## config.mk

```make
export PLATFORM = sky130hd
export DESIGN_NAME = regfile_sb
export DESIGN_NICKNAME = d
export VERILOG_FILES = /design/src/rtl/regfile_pkg.sv /design/src/rtl/regfile_sb_rdport.sv /design/src/rtl/regfile_sb.sv
export SDC_FILE = /design/constraint.sdc
export NUM_CORES = 2
export LEC_CHECK = 0
export CAP_MARGIN = 20
export CORE_MARGIN = 2
export CORE_UTILIZATION = 35
export CTS_BUF_LIST = sky130_fd_sc_hd__clkbuf_8
export DETAILED_ROUTE_END_ITERATION = 8
export PLACE_DENSITY = 0.52
export SYNTH_ARGS = -nofsm -noshare
export SYNTH_HDL_FRONTEND = slang
export SYNTH_HIERARCHICAL = 1
export SYNTH_SLANG_ARGS = --single-unit
```

## constraint.sdc

```tcl
create_clock -name clk -period 27.6 [get_ports clk]
set_clock_uncertainty 0.1 [all_clocks]
set_input_delay 5.52 -clock clk [delete_from_list [all_inputs] [get_ports clk]]
set_output_delay 5.52 -clock clk [all_outputs]
set_load 0.05 [all_outputs]
```

## src/rtl/regfile_pkg.sv

```systemverilog
// Shared constants and helpers for the scoreboarded register file.
package regfile_pkg;

  localparam int unsigned XLEN_DEF = 32;
  localparam int unsigned NREG_DEF = 32;
  localparam int unsigned NRP_DEF  = 2;
  localparam int unsigned REG_ZERO = 0;

  // Address width for a power-of-two register count (2..64 supported).
  function automatic int unsigned calc_aw(input int unsigned n);
    int unsigned w;
    w = 0;
    for (int unsigned i = 0; i < 7; i++) begin
      if ((32'd1 << i) < n) begin
        w = i + 1;
      end else begin
        w = w;
      end
    end
    return w;
  endfunction

endpackage

```

## src/rtl/regfile_sb_rdport.sv

```systemverilog
// One combinational read port: x0 forcing, two-level write bypass, operand ready.
module regfile_sb_rdport
  import regfile_pkg::*;
#(
  parameter int unsigned XLEN = XLEN_DEF,
  parameter int unsigned AW   = 5
) (
  input  logic            rst,
  input  logic [AW-1:0]   rd_addr,
  input  logic [XLEN-1:0] arr_data,
  input  logic            busy_bit,
  input  logic            wb0_en,
  input  logic [AW-1:0]   wb0_addr,
  input  logic [XLEN-1:0] wb0_data,
  input  logic            wb1_en,
  input  logic [AW-1:0]   wb1_addr,
  input  logic [XLEN-1:0] wb1_data,
  output logic [XLEN-1:0] rd_data,
  output logic            rd_rdy
);

  localparam logic [AW-1:0] X0 = AW'(REG_ZERO);

  logic is_x0_s;
  logic hit0_s;
  logic hit1_s;

  assign is_x0_s = (rd_addr == X0);
  assign hit1_s  = wb1_en && (wb1_addr == rd_addr) && !is_x0_s;
  assign hit0_s  = wb0_en && (wb0_addr == rd_addr) && !is_x0_s;

  // Select read data and ready; a same-cycle writer always satisfies the operand.
  always_comb begin
    rd_data = '0;
    rd_rdy  = 1'b0;
    if (rst) begin
      rd_data = '0;
      rd_rdy  = 1'b0;
    end else if (is_x0_s) begin
      rd_data = '0;
      rd_rdy  = 1'b1;
    end else if (hit1_s) begin
      rd_data = wb1_data;
      rd_rdy  = 1'b1;
    end else if (hit0_s) begin
      rd_data = wb0_data;
      rd_rdy  = 1'b1;
    end else begin
      rd_data = arr_data;
      rd_rdy  = !busy_bit;
    end
  end

endmodule

```

## src/rtl/regfile_sb.sv

```systemverilog
// Register file with two write-back ports, NRP bypassed read ports and a
// busy scoreboard whose population count is tracked incrementally.
module regfile_sb
  import regfile_pkg::*;
#(
  parameter  int unsigned XLEN = XLEN_DEF,
  parameter  int unsigned NREG = NREG_DEF,
  parameter  int unsigned NRP  = NRP_DEF,
  localparam int unsigned AW   = calc_aw(NREG)
) (
  input  logic                clk,
  input  logic                rst,
  input  logic [NRP*AW-1:0]   rd_addr,
  output logic [NRP*XLEN-1:0] rd_data,
  output logic [NRP-1:0]      rd_rdy,
  input  logic                wb0_en,
  input  logic [AW-1:0]       wb0_addr,
  input  logic [XLEN-1:0]     wb0_data,
  input  logic                wb1_en,
  input  logic [AW-1:0]       wb1_addr,
  input  logic [XLEN-1:0]     wb1_data,
  input  logic                iss_en,
  input  logic [AW-1:0]       iss_rd,
  output logic [NREG-1:0]     busy,
  output logic [AW:0]         busy_cnt
);

  localparam logic [AW-1:0] X0 = AW'(REG_ZERO);

  logic [XLEN-1:0] regs_q [NREG];
  logic [XLEN-1:0] regs_d [NREG];
  logic [NREG-1:0] busy_q;
  logic [NREG-1:0] busy_d;
  logic [AW:0]     busy_cnt_q;
  logic [AW:0]     busy_cnt_d;
  logic            inc_s;
  logic [1:0]      dec_s;

  // Array next state; wb1 is applied last so it wins a same-address collision.
  always_comb begin
    for (int unsigned r = 0; r < NREG; r++) begin
      regs_d[r] = regs_q[r];
    end
    if (wb0_en && (wb0_addr != X0)) begin
      regs_d[wb0_addr] = wb0_data;
    end else begin
      regs_d[0] = '0;
    end
    if (wb1_en && (wb1_addr != X0)) begin
      regs_d[wb1_addr] = wb1_data;
    end else begin
      regs_d[0] = '0;
    end
    regs_d[0] = '0;
  end

  // Scoreboard next state plus the +1/-1 events that keep the count exact.
  always_comb begin
    busy_d    = busy_q;
    busy_d[0] = 1'b0;
    inc_s     = 1'b0;
    dec_s     = 2'd0;
    for (int unsigned r = 1; r < NREG; r++) begin
      if (iss_en && (iss_rd == AW'(r))) begin
        busy_d[r] = 1'b1;
        inc_s     = inc_s | !busy_q[r];
      end else if ((wb0_en && (wb0_addr == AW'(r))) || (wb1_en && (wb1_addr == AW'(r)))) begin
        busy_d[r] = 1'b0;
        dec_s     = dec_s + {1'b0, busy_q[r]};
      end else begin
        busy_d[r] = busy_q[r];
      end
    end
    busy_cnt_d = busy_cnt_q + (AW+1)'(inc_s) - (AW+1)'(dec_s);
  end

  // State registers with synchronous reset that overrides all write/issue activity.
  always_ff @(posedge clk) begin
    if (rst) begin
      for (int unsigned r = 0; r < NREG; r++) begin
        regs_q[r] <= '0;
      end
      busy_q     <= '0;
      busy_cnt_q <= '0;
    end else begin
      for (int unsigned r = 0; r < NREG; r++) begin
        regs_q[r] <= regs_d[r];
      end
      busy_q     <= busy_d;
      busy_cnt_q <= busy_cnt_d;
    end
  end

  assign busy     = busy_q;
  assign busy_cnt = busy_cnt_q;

  for (genvar k = 0; k < NRP; k++) begin : g_rd
    regfile_sb_rdport #(
      .XLEN(XLEN),
      .AW  (AW)
    ) u_rdport (
      .rst     (rst),
      .rd_addr (rd_addr[k*AW +: AW]),
      .arr_data(regs_q[rd_addr[k*AW +: AW]]),
      .busy_bit(busy_q[rd_addr[k*AW +: AW]]),
      .wb0_en  (wb0_en),
      .wb0_addr(wb0_addr),
      .wb0_data(wb0_data),
      .wb1_en  (wb1_en),
      .wb1_addr(wb1_addr),
      .wb1_data(wb1_data),
      .rd_data (rd_data[k*XLEN +: XLEN]),
      .rd_rdy  (rd_rdy[k])
    );
  end

endmodule
```

Yosys cells after proc, flatten, opt, wreduce, memory -nomap -nowiden
Memory sizes are Yosys's and may differ from the RTL's. Cells that the tools add are included.

$add $sub $neg: 32. Order comparisons: 6. Equal/unequal tests: 97. Muxes and demuxes: 219. Bitwise logic cells: 64. Reductions and logical operators: 206.

Operators by type and width (number): $bwmux 1024 (2); $mux 992 (2); $mux 32 (43); $demux 32 s5 (2); $eq 5x5->1 const B (48); $eq 5x4->1 const B (24); $mux 2 (60); $mux 1 (108); $logic_and 1x1->1 (105); $or 1x1->1 (62); $reduce_bool 2->1 (31); $add 2x1->2 (30); $eq 5x3->1 const B (12); $logic_not 1->1 (35); $logic_or 1x1->1 (31); $eq 5x2->1 const B (6); $eq 5x5->1 (4); $eq 5x1->1 const B (3); $ge 6x6->1 const B (2); $lt 5x6->1 const B (2); $lt 6x1->1 const B (2); $not 5->6 (2); $bmux 1 s5 (2); $logic_not 5->1 (2); other kinds (3) (4).

Register bits: 38. Bits in writable memories: 1024. Input port bits: 94. Output and inout bits: 104. Logic and storage cells: 658. Memories: 1.

Memory list: regs_q (words 32, bits a word 32, rd ports 34, clocked after Yosys merged registers in 0, wr ports 32, RTL line regfile_sb.sv:30) `logic [XLEN-1:0] regs_q [NREG];`.

Depth between registers and ports, before layout
Depth after elaboration: 96. Gate-level depth with buffers: 111. Depth with buffers taken out: 109.

Cells and area by module
The synthesis kept the hierarchy.

By module, submodules not included: regfile_sb (instances 1, cells an instance 6673, area each 63007.9 µm², sequential area each 20599.8 µm²); regfile_sb_rdport (instances 2, cells an instance 176, area each 1278.7 µm², sequential area each 0.0 µm²).

Worst setup path after synthesis
Ideal clock, no wire load.

Kind: in2reg. Start: in iss_rd[2]. End: reg busy_cnt_q[5] (netlist: busy_cnt[5]). Library setup time: 0.128 ns. Data arrival time: 25.862 ns. Required time: 27.372 ns. Path slack: 1.510 ns. Stages: 111. Buffers on the path: 2. Path through: buf_2 or2_1 clkbuf_1 or2_2 and3_1 ha_1 nor3b_1 or2_2 ha_1 or3_1 o21a_1 ha_1 nand2_1 nand2_1 ha_1 a211o_1 o21a_1 ha_1 [75 not listed] ha_1 nor2_1 nor3_1 ha_1 nand2_1 xor2_1 xor2_1 xnor2_1 xnor2_1 xnor2_1 ha_1 ha_1 a21o_1 a21oi_1 o21bai_1 a21oi_1 xnor2_1 nor2_1.

Longest elaborated chain between the ends: 94. Elaborated cells on any way between the ends: 216. Classes of those cells: add/sub (32); eq/ne (31); mux (92); bitwise (30); reduce/logical (31).

Ends and longest elaborated chain: from (decl) (RTL line regfile_sb.sv:23) `input logic [AW-1:0] iss_rd,`; $eq 5x1->1 (RTL line regfile_sb.sv:64) `if (iss_en && (iss_rd == AW'(r))) begin`; $logic_and 1x1->1 (RTL line regfile_sb.sv:64); $mux 1 (RTL line regfile_sb.sv:64); $add 2x1->2 (RTL line regfile_sb.sv:69) `dec_s = dec_s + {1'b0, busy_q[r]};`; $mux 2 (RTL line regfile_sb.sv:67) `end else if ((wb0_en && (wb0_addr == AW'(r))) || (wb1_en && (wb1_addr == AW'(r)))) begin`; $mux 2 (RTL line regfile_sb.sv:64); $add 2x1->2 (RTL line regfile_sb.sv:69); $mux 2 (RTL line regfile_sb.sv:67); [78 not listed]; $mux 2 (RTL line regfile_sb.sv:64); $add 2x1->2 (RTL line regfile_sb.sv:69); $mux 2 (RTL line regfile_sb.sv:67); $mux 2 (RTL line regfile_sb.sv:64); $add 2x1->2 (RTL line regfile_sb.sv:69); $mux 2 (RTL line regfile_sb.sv:67); $mux 2 (RTL line regfile_sb.sv:64); $sub 6x2->6 * (RTL line regfile_sb.sv:74) `busy_cnt_d = busy_cnt_q + (AW+1)'(inc_s) - (AW+1)'(dec_s);`; to (signal assigned) (RTL line regfile_sb.sv:90) `busy_cnt_q <= busy_cnt_d;`; to (decl) (RTL line regfile_sb.sv:34) `logic [AW:0] busy_cnt_q;`.

Every way passes the cells marked *; elsewhere a longest branch is shown, timed or not. A chain may end at the register's enable or synchronous reset.

Final worst setup path
Same ends and word-level chain as after synthesis.

==> out/summary.md <==
The clock period could shrink to 26.34 ns. In this run the horizontal extent of the chip is 437 microns. Once layout is done, the placed cells without fillers occupy 73600 sq um. Top cell type's share of synthesized area: 31.4%.

The net count of the finished layout is 6838. Critical path startpoint category: a primary input. The first global-routing pass estimated 481000 microns of wire. The amount of wire on met2 after detailed routing was 141000 microns; the synthesized flop and latch total was 1029.

Across the run, the number of max-cap violations was 0. The highest routed metal layer was met5. Data on the critical path arrives at its endpoint at 27.05 ns. The tools report the max-slew headroom at the worst pin as 11.6%. For the synthesis warning total, the log shows 6. Delay contributed by the slowest stage of the critical path: 0.44 ns.

Row generation in the floorplan step produced 158 rows. For the setup-violating endpoint count in the final report, the log shows 0. Broken down by cell family, the worst path's largest delay share belongs to adder cells. Of all flip-flops after synthesis, the portion carrying an async set or reset was 0%. The per-cell via count in the routed design works out to 7.01. The final reports fail on DRC.

STA classifies the critical path endpoint as a flop. The number of max-slew violations in the final report is 0, and the largest net degree at the start of global routing is 104. Setup repair after global routing left no endpoint under its margin.

The number of global-route vias before repair is 60400, and the half-perimeter wire length of the detailed placement result is 201000 microns. The total number of clock tree sinks is 1029, and the final global-route overflow total is 0. The area of the die was 191000 sq um; the maximum clock frequency was 0.0380 GHz.

Summed over all nets, wire length on met3 after detailed routing comes to 50300 microns. The number of placed instances, taps included, is 8986. For the pin with the worst max-slew slack, the measured transition is 1.32 ns. The tree is rooted in a sky130_fd_sc_hd__clkbuf_8. Summing all placed instances gives a cell area of 69500 sq um. Net count after synthesis: 7157. Commonest register cell after synthesis: sky130_fd_sc_hd__dfxtp_1. A synthesized cell averages 9.33 sq um. The clock transition at the registers of the reported paths came out at 0.06 ns.

For this configuration, the core starts out at a cell density of 35.3%. VDD sags by at most 0.0000490 V. TritonCTS built the clock tree. The logs give 7025 for the gate count of the mapped netlist and 186000 sq um for the floorplan core area.

During placement, the flow inserted port buffers numbering 196. The remaining routing DRC violations was 33; the count of hold-fix buffers inserted at cts was 0. The tools report the count of pins on the block boundary as 198. The critical path is of the in2reg type. The H-tree was split into 4 levels. The most frequent cell on the critical path was sky130_fd_sc_hd__ha_1.

The share of the clock period used by the worst path is 95.4%. Share of post-route cells with drive strength above 1: 21.5%. Sorting the synthesized cells by area gives the leading types as sky130_fd_sc_hd__dfxtp_1, sky130_fd_sc_hd__mux4_2, sky130_fd_sc_hd__nor2_1, sky130_fd_sc_hd__a211oi_1, sky130_fd_sc_hd__clkbuf_1. The post-placement setup slack came out at -0.129 ns. The tools report the number of antenna violations at the first check in global routing as 30. Cell at the slowest stage of the critical path: sky130_fd_sc_hd__clkdlybuf4s50_1. The final standard cell utilization of the core was 39.6%.

In the final routed layout, each cell accounts on average for 37.4 microns. The largest fanout on the critical path came out at 5. The clock reaches the later pin of the worst-skew pair after 0.97 ns. The layout overhead on the synthesized area was 12.2%; the number of detailed-route iterations in the first pass was 9. Fill cells in the final layout number 18300.

The number of violations reported at the end of detailed-routing iteration 0 is 11800. The detailed router put a total of 133000 microns of wire on met1. For this block, the via count after detailed routing is 65600.

The weighted congestion reported at the end of routability-driven placement is 0.940, and the global-route total usage across every layer is 35.2%. After layout, the worst setup slack is 1.26 ns. The count of cell types in the netlist was 90; the leakage power was 26.2 nW. For this block, the routed nets add up to 349000 microns of wire.

The synthesized design spends more area on one cell type than any other, namely sky130_fd_sc_hd__dfxtp_1. The min-delay analysis places its worst path in the category reg2reg. Number of failing hold endpoints at the final stage: 0. Dividing total power by cell area gives a power density of 50.1 nW/um^2. Maximum count of clock buffers along a single path: 3.

The flow ran to the end, but the final reports show violations. The synthesized design contains 0 enable-type register cells. The logs give 28.31 ns for the required time at the endpoint of the critical path and 9351 for the number of non-filler instances in the completed layout. Once detail routing completed, the nets flagged for antenna violations numbered 0. The vertical die dimension was 437 microns. The tools report the sequential share of the synthesized area as 31.4%.

Together, buffers and inverters on the worst path number 7. The run gives 189 as the total CTS buffers. Sorting the synthesized cells by how often they occur yields sky130_fd_sc_hd__nor2_1, sky130_fd_sc_hd__dfxtp_1, sky130_fd_sc_hd__clkbuf_1. The cell with the most instances after synthesis is sky130_fd_sc_hd__nor2_1. In this run the cell area of the synthesized design comes to 65600 sq um.
area by class of cell:
type                            instances  area [sq um]  share of cell area, %
Clock inverter                         99           581                  0.789
Timing Repair Buffer                  451          4010                   5.45
Multi-Input combinational cell       5018         41900                   56.9
Tap cell                             2480          3100                   4.22
Clock buffer                          240          3300                   4.49
Inverter                               17          63.8                 0.0867
Sequential cell                      1029         20600                   28.0
Antenna cell                           17          42.5                 0.0578
cells by family after synthesis:
group | share of synthesized area [%]
flip-flops | 31.4
AND/OR/NAND/NOR | 14.0
XOR/XNOR | 0.721
buffers and inverters | 5.80
AO/OA/AOI/OAI | 20.7
adder cells (fa/ha/maj) | 0.737
multiplexers | 26.6
other | 0.00572
registers in the layout, summed over array words and instances, names as in the netlist:
name,cells
busy,31
busy_cnt,6
regs_q,992
path summary, 6_finish.rpt:
| check | slack (ns) | to | cells after the start | from |
|---|---|---|---|---|
| setup / recovery | 1.26 | busy_cnt[5] | 111 | iss_rd[2] |
| hold / removal | 0.39 | regs_q[23][12] | 2 | regs_q[23][12] |
| setup reg to reg | 6.43 | busy_cnt[5] | 108 | busy[1] |
| hold reg to reg | 0.39 | regs_q[23][12] | 2 | regs_q[23][12] |
cell usage in the layout, fill, tap and decap left out, types with 15 or more instances in the layout:
cell / instances
sky130_fd_sc_hd__o21ai_0: 203
sky130_fd_sc_hd__a222oi_1: 46
sky130_fd_sc_hd__xnor2_1: 33
sky130_fd_sc_hd__mux2_2: 139
sky130_fd_sc_hd__nand2_2: 16
sky130_fd_sc_hd__and3_1: 25
sky130_fd_sc_hd__nand2_1: 534
sky130_fd_sc_hd__a22oi_1: 295
sky130_fd_sc_hd__buf_4: 250
sky130_fd_sc_hd__nand2_4: 43
sky130_fd_sc_hd__nand3_1: 251
sky130_fd_sc_hd__o211ai_1: 159
sky130_fd_sc_hd__a21oi_1: 35
sky130_fd_sc_hd__nor2_1: 1087
sky130_fd_sc_hd__clkbuf_8: 240
sky130_fd_sc_hd__a211oi_1: 538
sky130_fd_sc_hd__mux4_2: 594
sky130_fd_sc_hd__a311oi_2: 58
sky130_fd_sc_hd__o21ai_1: 22
sky130_fd_sc_hd__diode_2: 17
sky130_fd_sc_hd__a311oi_1: 259
sky130_fd_sc_hd__dfxtp_1: 1029
sky130_fd_sc_hd__ha_1: 37
sky130_fd_sc_hd__clkdlybuf4s50_1: 179
sky130_fd_sc_hd__xor2_1: 21
sky130_fd_sc_hd__mux2i_1: 246
sky130_fd_sc_hd__nor3_1: 123
sky130_fd_sc_hd__clkinv_2: 15
sky130_fd_sc_hd__a22o_1: 68
sky130_fd_sc_hd__inv_1: 85
layer usage:
layer	track usage, %	vias to the layer above
li1	-	26200
met1	46.0	32600
met2	48.7	5597
met3	13.0	1151
met4	22.0	34
met5	0	-
through the flow:
step | hold WS [ns] | TNS [ns] | total power [mW]
6_report | 0.394 | 0 | 3.69
5_1_grt | 0.413 | 0 | 3.76
4_1_cts | 0.395 | 0 | 3.66
3_5_place_dp | 0.381 | -0.129 | 2.12
3_3_place_gp | 0.376 | 0 | 2.12
2_1_floorplan | 0.365 | 0 | 1.91
report_power, final:
part           switching [mW]  internal (mW)
clock                   0.762          0.810
sequential             0.0276           1.52
combinational           0.388          0.181
worst reg2reg max path: cells and delay by family (launching register included):
| kind | cells | cell delay, ns |
|---|---|---|
| xor gates and xnor gates | 6 | 0.99 |
| adders and majority gates | 32 | 8.86 |
| muxes | 11 | 2.76 |
| and+or+nand+nor | 25 | 3.23 |
| AOI/OAI and AO/OA | 28 | 4.20 |
| DFF | 1 | 0.46 |
| buffers and inverters | 6 | 0.44 |
repair_timing:
action	4_1_cts	5_1_grt
gates resized for setup	0	15
buffers inserted	0	5
setup endpoints to repair	0	5
(Power assumes the default switching activity.)
